--- src/rtl/mm_uart_pkg.sv ---
// Shared constants for the memory-mapped UART responder: register offsets,
// STATUS bit positions and the 2-bit TX/RX FSM state encodings.
// No logic lives here apart from the DIV clamp helper.
package mm_uart_pkg;

   // Register offsets within the 4-word window (addr[1:0])
   localparam logic [1:0] OFF_DATA   = 2'd0;
   localparam logic [1:0] OFF_STATUS = 2'd1;
   localparam logic [1:0] OFF_DIV    = 2'd2;
   localparam logic [1:0] OFF_CLR    = 2'd3;

   // STATUS bit positions
   localparam int ST_RX_AVAIL   = 0;
   localparam int ST_TX_READY   = 1;
   localparam int ST_TX_IDLE    = 2;
   localparam int ST_RX_OVERRUN = 3;
   localparam int ST_FRAME_ERR  = 4;
   localparam int ST_TX_DROP    = 5;
   localparam int ST_RX_CNT_LSB = 8;
   localparam int ST_TX_CNT_LSB = 12;

   typedef enum logic [1:0] {
      TX_IDLE  = 2'd0,
      TX_START = 2'd1,
      TX_DATA  = 2'd2,
      TX_STOP  = 2'd3
   } tx_state_t;

   typedef enum logic [1:0] {
      RX_IDLE  = 2'd0,
      RX_START = 2'd1,
      RX_DATA  = 2'd2,
      RX_STOP  = 2'd3
   } rx_state_t;

   // A bit period below 2 would make the half-period START wait zero cycles
   function automatic logic [15:0] clamp_div(input logic [15:0] v);
      return (v < 16'd2) ? 16'd2 : v;
   endfunction

endpackage

--- src/rtl/mm_sync_fifo.sv ---
// Small synchronous FIFO with combinational head, used for UART TX and RX bytes.
// Latency: a push is visible at head/count on the cycle after the push edge.
// Backpressure: push while full is dropped unless a pop happens in the same cycle.
module mm_sync_fifo #(
   parameter int DEPTH = 4,
   parameter int WIDTH = 8,
   localparam int AW = (DEPTH > 1) ? $clog2(DEPTH) : 1,
   localparam int CW = AW + 1
) (
   input  logic             clk,
   input  logic             rst_n,
   input  logic             push,
   input  logic [WIDTH-1:0] din,
   input  logic             pop,
   output logic [WIDTH-1:0] head,
   output logic [CW-1:0]    count,
   output logic             full,
   output logic             empty
);

   logic [WIDTH-1:0] mem [DEPTH];
   logic [AW-1:0]    wr_ptr;
   logic [AW-1:0]    rd_ptr;
   logic             do_push;
   logic             do_pop;

   // Pop of an empty FIFO is a no-op; a full FIFO still accepts a push when
   // the head leaves in the same cycle
   always_comb begin
      do_pop  = pop && !empty;
      do_push = push && (!full || do_pop);
   end

   assign full  = (count == CW'(DEPTH));
   assign empty = (count == '0);
   assign head  = mem[rd_ptr];

   // Storage array; contents need no reset because count gates visibility
   always_ff @(posedge clk) begin
      if (do_push) begin
         mem[wr_ptr] <= din;
      end
   end

   // Pointers and occupancy
   always_ff @(posedge clk or negedge rst_n) begin
      if (!rst_n) begin
         wr_ptr <= '0;
         rd_ptr <= '0;
         count  <= '0;
      end else begin
         if (do_push) wr_ptr <= wr_ptr + AW'(1);
         if (do_pop)  rd_ptr <= rd_ptr + AW'(1);
         case ({do_push, do_pop})
            2'b10:   count <= count + CW'(1);
            2'b01:   count <= count - CW'(1);
            default: count <= count;
         endcase
      end
   end

endmodule

--- src/rtl/mm_uart_resp.sv ---
// Memory-mapped UART target: 4-register window, 8N1 TX/RX with byte FIFOs.
// Latency: rdata is combinational with mm_re; TX line drops one edge after a DATA write.
// Backpressure: none on the bus; full TX FIFO drops and flags, full RX FIFO flags overrun.
module mm_uart_resp
   import mm_uart_pkg::*;
#(
   parameter logic [15:0] BASE_ADDR   = 16'hC000,
   parameter int          FIFO_DEPTH  = 4,
   parameter logic [15:0] DEFAULT_DIV = 16'd434
) (
   input  logic        clk,
   input  logic        rst_n,
   input  logic [15:0] addr,
   input  logic [15:0] wdata,
   input  logic        mm_we,
   input  logic        mm_re,
   output logic [15:0] rdata,
   output logic        tx,
   input  logic        rx
);

   localparam int CW = $clog2(FIFO_DEPTH) + 1;

   // ---------------- bus decode ----------------
   logic       sel;
   logic       wr;
   logic       rd;
   logic [1:0] off;
   logic       wr_data;
   logic       wr_div;
   logic       wr_clr;
   logic       rd_data;

   assign sel     = (addr[15:2] == BASE_ADDR[15:2]);
   assign off     = addr[1:0];
   assign wr      = mm_we && sel;
   assign rd      = mm_re && sel;
   assign wr_data = wr && (off == OFF_DATA);
   assign wr_div  = wr && (off == OFF_DIV);
   assign wr_clr  = wr && (off == OFF_CLR);
   assign rd_data = rd && (off == OFF_DATA);

   logic [15:0] div_q;
   logic        rx_overrun;
   logic        frame_err;
   logic        tx_drop;

   // ---------------- FIFOs ----------------
   logic          tx_pop;
   logic [7:0]    tx_head;
   logic [CW-1:0] tx_count;
   logic          tx_full;
   logic          tx_empty;

   logic          rx_push;
   logic [7:0]    rx_head;
   logic [CW-1:0] rx_count;
   logic          rx_full;
   logic          rx_empty;
   logic [7:0]    rx_sh;

   mm_sync_fifo #(.DEPTH(FIFO_DEPTH), .WIDTH(8)) u_tx_fifo (
      .clk   (clk),
      .rst_n (rst_n),
      .push  (wr_data),
      .din   (wdata[7:0]),
      .pop   (tx_pop),
      .head  (tx_head),
      .count (tx_count),
      .full  (tx_full),
      .empty (tx_empty)
   );

   mm_sync_fifo #(.DEPTH(FIFO_DEPTH), .WIDTH(8)) u_rx_fifo (
      .clk   (clk),
      .rst_n (rst_n),
      .push  (rx_push),
      .din   (rx_sh),
      .pop   (rd_data),
      .head  (rx_head),
      .count (rx_count),
      .full  (rx_full),
      .empty (rx_empty)
   );

   // ---------------- TX path ----------------
   tx_state_t   tx_state;
   tx_state_t   tx_state_nxt;
   logic [15:0] tx_cnt;
   logic [15:0] tx_cnt_nxt;
   logic [7:0]  tx_sh;
   logic [7:0]  tx_sh_nxt;
   logic [2:0]  tx_bit;
   logic [2:0]  tx_bit_nxt;
   logic        tx_idle;

   // TX next state: each state lasts DIV cycles, counter reloads from the
   // current DIV at every bit boundary; STOP chains straight into START
   always_comb begin
      tx_state_nxt = tx_state;
      tx_cnt_nxt   = tx_cnt;
      tx_sh_nxt    = tx_sh;
      tx_bit_nxt   = tx_bit;
      tx_pop       = 1'b0;
      case (tx_state)
         TX_IDLE: begin
            if (!tx_empty) begin
               tx_state_nxt = TX_START;
               tx_pop       = 1'b1;
               tx_sh_nxt    = tx_head;
               tx_cnt_nxt   = div_q - 16'd1;
            end
         end
         TX_START: begin
            if (tx_cnt == '0) begin
               tx_state_nxt = TX_DATA;
               tx_bit_nxt   = 3'd0;
               tx_cnt_nxt   = div_q - 16'd1;
            end else begin
               tx_cnt_nxt = tx_cnt - 16'd1;
            end
         end
         TX_DATA: begin
            if (tx_cnt == '0) begin
               tx_cnt_nxt = div_q - 16'd1;
               if (tx_bit == 3'd7) begin
                  tx_state_nxt = TX_STOP;
               end else begin
                  tx_bit_nxt = tx_bit + 3'd1;
                  tx_sh_nxt  = {1'b0, tx_sh[7:1]};
               end
            end else begin
               tx_cnt_nxt = tx_cnt - 16'd1;
            end
         end
         TX_STOP: begin
            if (tx_cnt == '0) begin
               if (!tx_empty) begin
                  tx_state_nxt = TX_START;
                  tx_pop       = 1'b1;
                  tx_sh_nxt    = tx_head;
                  tx_cnt_nxt   = div_q - 16'd1;
               end else begin
                  tx_state_nxt = TX_IDLE;
               end
            end else begin
               tx_cnt_nxt = tx_cnt - 16'd1;
            end
         end
         default: tx_state_nxt = TX_IDLE;
      endcase
   end

   // TX state register and shifter
   always_ff @(posedge clk or negedge rst_n) begin
      if (!rst_n) begin
         tx_state <= TX_IDLE;
         tx_cnt   <= '0;
         tx_sh    <= '0;
         tx_bit   <= '0;
      end else begin
         tx_state <= tx_state_nxt;
         tx_cnt   <= tx_cnt_nxt;
         tx_sh    <= tx_sh_nxt;
         tx_bit   <= tx_bit_nxt;
      end
   end

   // Line level decoded from state so reset forces it high without a clock
   always_comb begin
      case (tx_state)
         TX_START: tx = 1'b0;
         TX_DATA:  tx = tx_sh[0];
         default:  tx = 1'b1;
      endcase
   end

   assign tx_idle = tx_empty && (tx_state == TX_IDLE);

   // ---------------- RX path ----------------
   logic        rx_s1;
   logic        rx_s2;
   logic        rx_prev;
   logic        rx_fall;
   rx_state_t   rx_state;
   rx_state_t   rx_state_nxt;
   logic [15:0] rx_cnt;
   logic [15:0] rx_cnt_nxt;
   logic [7:0]  rx_sh_nxt;
   logic [2:0]  rx_bit;
   logic [2:0]  rx_bit_nxt;
   logic        rx_brk;
   logic        rx_brk_nxt;
   logic        frame_set;
   logic        overrun_set;

   // Two-flop synchroniser plus one more stage for falling-edge detect
   always_ff @(posedge clk or negedge rst_n) begin
      if (!rst_n) begin
         rx_s1   <= 1'b1;
         rx_s2   <= 1'b1;
         rx_prev <= 1'b1;
      end else begin
         rx_s1   <= rx;
         rx_s2   <= rx_s1;
         rx_prev <= rx_s2;
      end
   end

   assign rx_fall = rx_prev && !rx_s2;

   // RX next state: half-period START check, 8 samples at DIV spacing, then a
   // stop sample; a bad stop bit holds in STOP until the line returns high
   always_comb begin
      rx_state_nxt = rx_state;
      rx_cnt_nxt   = rx_cnt;
      rx_sh_nxt    = rx_sh;
      rx_bit_nxt   = rx_bit;
      rx_brk_nxt   = rx_brk;
      rx_push      = 1'b0;
      frame_set    = 1'b0;
      overrun_set  = 1'b0;
      case (rx_state)
         RX_IDLE: begin
            if (rx_fall) begin
               rx_state_nxt = RX_START;
               rx_cnt_nxt   = (div_q >> 1) - 16'd1;
            end
         end
         RX_START: begin
            if (rx_cnt == '0) begin
               if (rx_s2) begin
                  rx_state_nxt = RX_IDLE;
               end else begin
                  rx_state_nxt = RX_DATA;
                  rx_bit_nxt   = 3'd0;
                  rx_cnt_nxt   = div_q - 16'd1;
               end
            end else begin
               rx_cnt_nxt = rx_cnt - 16'd1;
            end
         end
         RX_DATA: begin
            if (rx_cnt == '0) begin
               rx_sh_nxt  = {rx_s2, rx_sh[7:1]};
               rx_cnt_nxt = div_q - 16'd1;
               if (rx_bit == 3'd7) begin
                  rx_state_nxt = RX_STOP;
               end else begin
                  rx_bit_nxt = rx_bit + 3'd1;
               end
            end else begin
               rx_cnt_nxt = rx_cnt - 16'd1;
            end
         end
         RX_STOP: begin
            if (rx_brk) begin
               if (rx_s2) begin
                  rx_brk_nxt   = 1'b0;
                  rx_state_nxt = RX_IDLE;
               end
            end else if (rx_cnt == '0) begin
               if (!rx_s2) begin
                  frame_set  = 1'b1;
                  rx_brk_nxt = 1'b1;
               end else begin
                  rx_state_nxt = RX_IDLE;
                  rx_push      = 1'b1;
                  overrun_set  = rx_full && !rd_data;
               end
            end else begin
               rx_cnt_nxt = rx_cnt - 16'd1;
            end
         end
         default: rx_state_nxt = RX_IDLE;
      endcase
   end

   // RX state register and shifter
   always_ff @(posedge clk or negedge rst_n) begin
      if (!rst_n) begin
         rx_state <= RX_IDLE;
         rx_cnt   <= '0;
         rx_sh    <= '0;
         rx_bit   <= '0;
         rx_brk   <= 1'b0;
      end else begin
         rx_state <= rx_state_nxt;
         rx_cnt   <= rx_cnt_nxt;
         rx_sh    <= rx_sh_nxt;
         rx_bit   <= rx_bit_nxt;
         rx_brk   <= rx_brk_nxt;
      end
   end

   // ---------------- registers ----------------
   logic [2:0] clr;
   logic       drop_set;

   assign clr      = wr_clr ? wdata[2:0] : 3'b000;
   assign drop_set = wr_data && tx_full && !tx_pop;

   // DIV register and sticky flags; a set in the same cycle as CLR wins
   always_ff @(posedge clk or negedge rst_n) begin
      if (!rst_n) begin
         div_q      <= DEFAULT_DIV;
         rx_overrun <= 1'b0;
         frame_err  <= 1'b0;
         tx_drop    <= 1'b0;
      end else begin
         if (wr_div) div_q <= clamp_div(wdata);
         rx_overrun <= overrun_set | (rx_overrun & ~clr[0]);
         frame_err  <= frame_set   | (frame_err  & ~clr[1]);
         tx_drop    <= drop_set    | (tx_drop    & ~clr[2]);
      end
   end

   logic [15:0] status;

   // STATUS word assembly
   always_comb begin
      status                              = '0;
      status[ST_RX_AVAIL]                 = !rx_empty;
      status[ST_TX_READY]                 = !tx_full;
      status[ST_TX_IDLE]                  = tx_idle;
      status[ST_RX_OVERRUN]               = rx_overrun;
      status[ST_FRAME_ERR]                = frame_err;
      status[ST_TX_DROP]                  = tx_drop;
      status[ST_RX_CNT_LSB +: 4]          = 4'(rx_count);
      status[ST_TX_CNT_LSB +: 4]          = 4'(tx_count);
   end

   // Combinational read mux; reflects state before any same-cycle write
   always_comb begin
      rdata = '0;
      if (rd) begin
         case (off)
            OFF_DATA:   rdata = rx_empty ? 16'h0000 : {8'h00, rx_head};
            OFF_STATUS: rdata = status;
            OFF_DIV:    rdata = div_q;
            OFF_CLR:    rdata = 16'h0000;
         endcase
      end
   end

endmodule

--- config.mk ---
export PLATFORM = sky130hd
export DESIGN_NAME = mm_uart_resp
export DESIGN_NICKNAME = d
export VERILOG_FILES = /design/src/rtl/mm_uart_pkg.sv /design/src/rtl/mm_sync_fifo.sv /design/src/rtl/mm_uart_resp.sv
export SDC_FILE = /design/constraint.sdc
export NUM_CORES = 1
export LEC_CHECK = 0
export ABC_AREA = 1
export CORE_ASPECT_RATIO = 1.4
export CORE_UTILIZATION = 50
export CTS_BUF_LIST = sky130_fd_sc_hd__clkbuf_8
export DETAILED_ROUTE_END_ITERATION = 12
export PLACE_DENSITY_LB_ADDON = 0.25
export SYNTH_ARGS = -nofsm -noshare
export SYNTH_HDL_FRONTEND = slang
export SYNTH_SLANG_ARGS = --single-unit
--- constraint.sdc ---
create_clock -name clk -period 2.23 [get_ports clk]
set_input_delay 0.446 -clock clk [delete_from_list [all_inputs] [get_ports clk]]
set_output_delay 0.446 -clock clk [all_outputs]
set_load 0.02 [all_outputs]
Word-level counts from Yosys, hierarchy flattened
Memories as Yosys holds them, arrays and structs flattened.
Cells that the tools add are included.
W data, S select, Z words.
Operators by class
  muxes and demuxes: 69
  add/subtract/negate cells: 14
  magnitude comparators: 1
  reduce and logical (&&, ||, !) cells: 44
  bitwise gates (word level): 9
  equal/unequal tests: 34
Operator list (number)
  $mux W16: 11
  $pmux W16 S4: 2
  $pmux W16 S3: 1
  $sub A16 B1 Y16 const B: 3
  $mux W8: 5
  $logic_not A16 Y1: 2
  $ne A2 B2 Y1 const B: 14
  $mux W2: 13
  $mux W3: 8
  $pmux W3 S2: 4
  $pmux W8 S3: 1
  $mux W1: 20
  $eq A2 B2 Y1 const B: 8
  $lt A16 B2 Y1 const B: 1
  $pmux W2 S4: 2
  $sub A15 B1 Y16 const B: 1
  $logic_and A1 B1 Y1: 15
  $reduce_and A5 Y1: 3
  $eq A14 B14 Y1 const B: 1
  $add A3 B1 Y3 const B: 4
  $eq A3 B3 Y1 const B: 4
  $reduce_and A4 Y1: 3
  $eq A2 B1 Y1 const B: 5
  $add A2 B1 Y2 const B: 4
  other kinds (14): 36
Word-level totals
  bits in writable memories: 64
  memories kept: 2
  register bits: 95
  output and inout port bits: 17
  input port bits: 37
Memory list
  u_rx_fifo.mem: depth 4, width 8, rd ports 1, clocked after Yosys merged registers in 0, wr ports 1, line mm_sync_fifo.sv:21  | logic [WIDTH-1:0] mem [DEPTH];
  u_tx_fifo.mem: depth 4, width 8, rd ports 1, clocked after Yosys merged registers in 0, wr ports 1, line mm_sync_fifo.sv:21

Logic depth before layout (Yosys ltp)
Gate-level depths: netlist of the first run.
  word-level depth: 10
  mapped depth: 14

Modules after synthesis
A second synthesis of the first run with hierarchy kept.
Second synthesis, totals
  cell total of the unflattened synthesis: 1215
  area, all modules: 9736.8 um^2
By module, submodules not included
  mm_uart_resp: area an instance 6372.4 um^2, cells an instance 934, times used 1
  mm_sync_fifo at u_rx_fifo: area an instance 1715.4 um^2, cells an instance 148, times used 1
  mm_sync_fifo at u_tx_fifo: area an instance 1649.1 um^2, cells an instance 133, times used 1

Worst setup path after synthesis of the first run
Ideal clock, no wire load.
  path kind: input-to-output
  start: in addr[3]
  end: out rdata[4]
  slack: -0.005 ns
  cell stages on the path: 7
  data arrival time: 1.789 ns
  buffers on the path: 1
  required time: 1.784 ns
  path through: nor2_1 -> inv_1 -> nor2_1 -> and2_1 -> nand2_1 -> clkbuf_1 -> a221oi_1
Between the ends
  longest elaborated chain between the ends: 3
RTL lines
  start: declaration: line mm_uart_resp.sv:13  | input logic [15:0] addr,
  $eq A14 B14 Y1: line mm_uart_resp.sv:34  | assign sel = (addr[15:2] == BASE_ADDR[15:2]);
  $logic_and A1 B1 Y1: line mm_uart_resp.sv:37  | assign rd = mm_re && sel;
  $mux W16: line mm_uart_resp.sv:336  | if (rd) begin
  end: declaration: line mm_uart_resp.sv:17  | output logic [15:0] rdata,
No other way between the ends.

Worst setup path after layout of the first run
  start: reg u_rx_fifo.rd_ptr[0]
  end: out rdata[0]
Between the ends
  longest elaborated chain between the ends: 4
RTL lines
  start: declaration: line mm_sync_fifo.sv:23  | logic [AW-1:0] rd_ptr;
  start signal: assignment: line mm_sync_fifo.sv:53  | if (do_pop) rd_ptr <= rd_ptr + AW'(1);
  $mem_v2 Z4 W8
  $mux W8: line mm_uart_resp.sv:338  | OFF_DATA: rdata = rx_empty ? 16'h0000 : {8'h00, rx_head};
  $pmux W16 S4: line mm_uart_resp.sv:337  | case (off)
  $mux W16: line mm_uart_resp.sv:336
No other way between the ends.

==> results.ini, run 1 <==
[final_layout]
diodes = 0
nets = 1498
syn_to_final_growth_pct = 26.9
drive_gt1_share_pct = 23.5

[place]
gp_congestion = 0.947
preCtsSetupSlack_ns = -0.857
portBuffers = 53
hpwl_um = 21000

[synthesis]
synth_top_area_cell = dfrtp_1
synth-seq-area-share_pct = 45.0
synth_cell_types = 51
syn_nets = 1303
yosysTopAreaCellShare_pct = 22.7
syn_avg_cell_area_um2 = 7.74
ys_ff_latch = 159
netlist_instances = 1238
yosys_warnings = 0
mappedNetlistArea_mm2 = 0.00958
synthTopCellsByArea = dfrtp_1 (23%), edfxtp_1 (20%), nand2_1 (13%)

[die]
core_area_mm2 = 0.0187
dieArea_mm2 = 0.0197
rows = 59
ios = 54
die_w_um = 119
fp.dieH_um = 166
start_util_pct = 51.3

[critical_path]
crit_type = reg2out
worstPathRequired_ns = 1.78
cp_data_arrival_time_ns = 1.86
critPathLaunch = u_rx_fifo.rd_ptr[0]
crit_path_end_kind = output pin
cp-start-kind = register
timing.rr.start = tx_cnt[0]
crit_fanout = 10

[timing]
clock_skew_ns = 0.0253
worst_hold_slack_ns = 0.361
hold_violations = 0
fin_setup_tns_ns = -0.214
drv_slew = 0
fin_ws_ns = -0.0728
setup_viol = 6
worst_pin_slew_ns = 0.617
final.min_clock_period_ns = 2.30
rsz0062_at_grt = true
post-route-period-util_pct = 103
fmax_mhz = 434
relSlewSlack_pct = 58.9

[status]
violations = negative setup slack
status = complete, but fails checks

[route]
drc = 0
dr_total_vias = 9325
ant_nets = 0
firstDrtPassIters = 6
routed_wirelength_um = 28600
drt_iter0_drc = 654
wl_per_cell_um = 16.9
vias_per_cell = 5.52

[clock_tree]
cts_tree = yes
path_clk_slew_ns = 0.10
clkLatencyLatePin_ns = 0.49
htreeDepth = 4
cts_buffer_depth = 2
cts_root_buf = clkbuf_8
cts.sinks = 159
cts_buffers = 17

[power]
power_density_mw_per_mm2 = 1000
p_leak_nw = 5.52
power_mw = 12.2
irDropWorstVdd_uv = 499

[flow_run]
maxCapViolCount = 0

[global_route]
grtUsageTotal_pct = 29.6
overflow = 0
grt_start_max_net_pins = 46
grt_pass1_wl_um = 45700
grt_pass1_vias = 9062
antenna_found_initial = 0

[hold_path]
hold_path.class = reg2reg
hold_start = rx_s1

[final timing paths]
kind	endpoint	cells past startpoint	slack [ns]
worst max register to register	u_tx_fifo.mem[0][7]	11	0.09
worst min register to register	rx_s2	0	0.36
worst max-delay path	rdata[0]	6	-0.07
max in group asynchronous	rx_s2	3	1.03
worst min-delay path	rx_s2	0	0.36
min in group asynchronous	tx_cnt[3]	2	0.46
[logic make-up (layout without fill, tap and decap cells)]
logic type	count (synthesis)	in the layout	share of synthesized area (%)
xor+xnor	34	34	3.11
mux	7	7	0.823
simple gates	640	640	28.2
buf+inv	161	369	6.58
flops	159	159	45.0
fa+ha+maj	28	28	3.81
compound gates	209	209	12.5
[power breakdown]
part,leakage [nW],internal (mW),switching [mW]
clock,0.212,0.870,1.38
combinational,3.56,2.46,3.57
sequential,1.74,3.53,0.392
[stage by stage]
step | instances | utilization (%) | instance area (µm²)
global placement | 1633 | 60.5 | 11300
CTS | 1681 | 63.9 | 11900
floorplan | 1238 | - | 9580
finish | 1690 | 65.1 | 12200
detailed placement | 1633 | 60.5 | 11300
global route | 1690 | 65.1 | 12200
[critical path, cell delays in order (launching register included)]
cell	delay (ns)
dfrtp_2	0.47
inv_4	0.13
o21ai_0	0.13
o22ai_1	0.20
nand2_1	0.12
a21oi_2	0.18
buf_4	0.16
[sequential cells by signal, indices dropped and copies added (netlist names), 2 cells and up, named ones only]
register and flops:
u_rx_fifo.mem 32, u_tx_fifo.mem 32, div_q 16, rx_cnt 16, tx_cnt 16, rx_sh 8, tx_sh 8, rx_bit 3
tx_bit 3, u_rx_fifo.count 3, u_tx_fifo.count 3, tx_state 2, u_rx_fifo.rd_ptr 2, u_rx_fifo.wr_ptr 2, u_tx_fifo.rd_ptr 2, u_tx_fifo.wr_ptr 2
[per-layer routing]
layer	track usage, %	part of all wire (%)	vias to the layer above
met5	0	0	-
met3	4.19	5.1	81
li1	-	-	4463
met2	52.3	52	311
met4	12.7	3.8	0
met1	36.0	39	4470
[cell usage after synthesis (all sizes together)]
library cell and n:
nand2 333, nor2 177, inv 124, o21ai 106, nand3 100, dfrtp 87
edfxtp 64, a21oi 61, xor2 28, clkbuf 26, ha 26, o211ai 14
buf 8, dfstp 8, nor3 8, a32o 7, mux2 7, nand4 6
o22ai 6, or2 6, xnor2 6, nand3b 5, a221oi 3, and2 3
clkinv 3, o21bai 3, a221o 2, fa 2, o21a 2, a211oi 1
a22o 1, a31oi 1, nor3b 1, nor4 1, o31ai 1, o32ai 1
[layout make-up]
cell class                      count  area, µm²
Multi-Input combinational cell    918       4930
Clock inverter                     15        188
Tap cell                          244        305
Fill cell                        1589       6530
Sequential cell                   159       4310
Inverter                          127        489
Clock buffer                       17        234
Timing Repair Buffer              210       1690
[placed cells by master (no fill, tap or decap), types with 7 or more instances in the layout]
cell type,instances
nand3_2,8
nor2_4,14
a32o_1,7
buf_6,11
nor2_2,23
o21ai_2,8
clkbuf_8,17
nand2_1,321
nor2_1,140
o21ai_0,90
o211ai_1,14
edfxtp_1,64
xor2_1,28
mux2_2,7
a21oi_2,10
ha_1,24
inv_1,111
clkdlybuf4s50_1,19
a21oi_1,51
inv_2,9
dfrtp_1,86
o21ai_1,7
dfstp_2,8
clkbuf_2,11
buf_4,154
nand3_1,91
[what timing repair did]
item | in CTS | in global routing
setup endpoints to repair | 62 | 87
pin swaps | 18 | 32
hold endpoints to repair | 27 | 0
setup buffers | 16 | 8
hold buffers | 1 | 0
cloned | 0 | 1
gates resized for setup | 157 | 85
Power figures use the tool's default switching activity.
==> inputs of run 2 (changes only) <==
--- a/config.mk
+++ b/config.mk
@@ -7,10 +7,11 @@
 export LEC_CHECK = 0
 export ABC_AREA = 1
 export CORE_ASPECT_RATIO = 1.4
-export CORE_UTILIZATION = 50
+export CORE_UTILIZATION = 41
 export CTS_BUF_LIST = sky130_fd_sc_hd__clkbuf_8
 export DETAILED_ROUTE_END_ITERATION = 12
 export PLACE_DENSITY_LB_ADDON = 0.25
 export SYNTH_ARGS = -nofsm -noshare
 export SYNTH_HDL_FRONTEND = slang
 export SYNTH_SLANG_ARGS = --single-unit
+export TNS_END_PERCENT = 1
==> results.ini, run 2 (synthesized netlist as in run 1, its figures left out) <==
[status]
status = complete, but fails checks
violations = negative setup slack

[critical_path]
slowest_delay_ns = 0.43
cpLargestDelayFamily = buffers and inverters
cp_data_arrival_time_ns = 1.85
crit_fanout = 5
crit_path_top_delay_cell = dfrtp_1
path_depth = 7
crit_path_frequent_cell = nand3_2
worstPathCellList = inv_2 > buf_12 > nand2_2 > nand3_2 > nand3_2 > a221oi_2 > buf_4
crit_type = reg2out
crit_buf_inv = 3
cp-start-kind = register
r2r_cells = 11
crit_path_end_kind = output pin
worstPathRequired_ns = 1.78

[final_layout]
final_cell_count_no_fill = 1743
layout_commonest_cell = nand2_1
regArea_mm2 = 0.00431
drive_gt1_share_pct = 22.8
multiInputGateArea_mm2 = 0.00491
fillers = 2188
stdcell_area_mm2 = 0.0122
syn_to_final_growth_pct = 27.0
layout_common_cells = nand2_1 (316), buf_4 (148), nor2_1 (146), inv_1 (113), o21ai_0 (91)
nets = 1492
reg_top3 = u_rx_fifo.mem: 32 flops, u_tx_fifo.mem: 32 flops

[global_route]
grtUsageTotal_pct = 24.3
overflow = 0
antenna_found_initial = 2
grt_pass1_vias = 8745
grt_start_max_net_pins = 42
grt_pass1_wl_um = 45100

[route]
ant_nets = 0
firstDrtPassIters = 6
routed_wirelength_um = 28300
drt_iter0_drc = 713
wl_per_cell_um = 16.2
vias_per_cell = 5.18
drc = 0
dr_total_vias = 9025

[hold_path]
whs_path_depth = 0
hold_path.class = reg2reg

[place]
place_inst = 1691
gp_congestion = 0.933
place_area_mm2 = 0.0114
preCtsSetupSlack_ns = -0.930
hpwl_um = 21100
portBuffers = 53

[clock_tree]
htreeDepth = 4
path_clk_slew_ns = 0.10
cts.sinks = 159
clkLatencyLatePin_ns = 0.49
cts_root_buf = clkbuf_8
cts_buffers = 17
cts_buffer_depth = 2
cts_tree = yes

[power]
intPower_mw = 6.74
power_density_mw_per_mm2 = 985
switching_power_mw = 5.24
p_clk_share_pct = 18.2
switching_share_pct = 43.7
p_seq_share_pct = 33.1
combinationalPowerShare_pct = 48.7
p_leak_nw = 5.50
power_mw = 12.0
irDropWorstVdd_uv = 484

[die]
die_w_um = 131
core_area_mm2 = 0.0227
fp.dieH_um = 183
dieArea_mm2 = 0.0240
rows = 65
ios = 54
start_util_pct = 42.2

[timing]
drv_slew = 0
relSlewSlack_pct = 62.0
fmax_mhz = 436
worst_pin_slew_ns = 0.570
rsz0062_at_grt = true
setup_viol = 8
fin_ws_ns = -0.0627
final.min_clock_period_ns = 2.29
hold_violations = 0
clock_skew_ns = 0.0204
post-route-period-util_pct = 103

[flow_run]
maxCapViolCount = 0

-- run 2: layout make-up --
cell class | count | share of cell area, %
timing repair buffer | 204 | 13.8
sequential | 159 | 35.4
clock buffer | 17 | 1.92
tap | 301 | 3.10
multi-input combinational | 918 | 40.4
clock inverter | 15 | 1.39
inverter | 127 | 3.94
antenna | 2 | 0.0412
-- run 2: power groups by stage --
stage	logic, mW	clock network, mW	registers [mW]
after floorplan	3.87	0	3.93
after global placement	5.59	0	4.01
after detailed placement	5.67	0	4.01
after CTS	5.73	2.21	3.96
after global routing	6.61	2.33	4.05
final	5.84	2.17	3.97
-- run 2: timing repair --
action                     4_1_cts  5_1_grt
hold endpoints to repair        20        0
gates resized for setup        147       76
buffers inserted                13        6
pin swaps                       25       24
hold buffers                     1        0
setup endpoints to repair       51       89
-- run 2: final timing paths --
| path | startpoint | to | slack, ns |
|---|---|---|---|
| worst min register to register | rx_s1 | rx_s2 | 0.36 |
| min in group asynchronous | rst_n | tx_cnt[6] | 0.44 |
| worst max-delay path | u_rx_fifo.rd_ptr[0] | rdata[4] | -0.06 |
| max in group asynchronous | rst_n | tx_cnt[14] | 1.07 |
| worst max register to register | tx_cnt[0] | u_tx_fifo.mem[2][4] | 0.17 |
| worst min-delay path | rx_s1 | rx_s2 | 0.36 |
-- run 2: stage by stage --
stage	utilization (%)	hold slack, ns	setup TNS (ns)
after floorplan	-	0.150	-0.00928
after global placement	50.2	0.346	-30.67
after detailed placement	50.2	0.347	-33.37
after CTS	52.8	0.344	-0.598
after global routing	53.6	0.351	-1.36
final	53.6	0.360	-0.286
-- run 2: metal layers --
metal | global-route usage (%) | part of all wire, % | vias to the layer above
met2 | 43.7 | 52 | 236
li1 | - | - | 4450
met1 | 28.1 | 41 | 4272
met3 | 3.90 | 4.0 | 67
met4 | 11.3 | 3.5 | 0
met5 | 0 | 0 | -
==> inputs of run 3 (changes only) <==
--- a/config.mk
+++ b/config.mk
@@ -6,9 +6,11 @@
 export NUM_CORES = 1
 export LEC_CHECK = 0
 export ABC_AREA = 1
+export ABC_CLOCK_PERIOD_IN_PS = 2230
 export CORE_ASPECT_RATIO = 1.4
 export CORE_UTILIZATION = 41
 export CTS_BUF_LIST = sky130_fd_sc_hd__clkbuf_8
+export CTS_CLUSTER_SIZE = 8
 export DETAILED_ROUTE_END_ITERATION = 12
 export PLACE_DENSITY_LB_ADDON = 0.25
 export SYNTH_ARGS = -nofsm -noshare
==> results of run 3 <==
No change in the layout: final DEF, timing and power equal those of run 2.
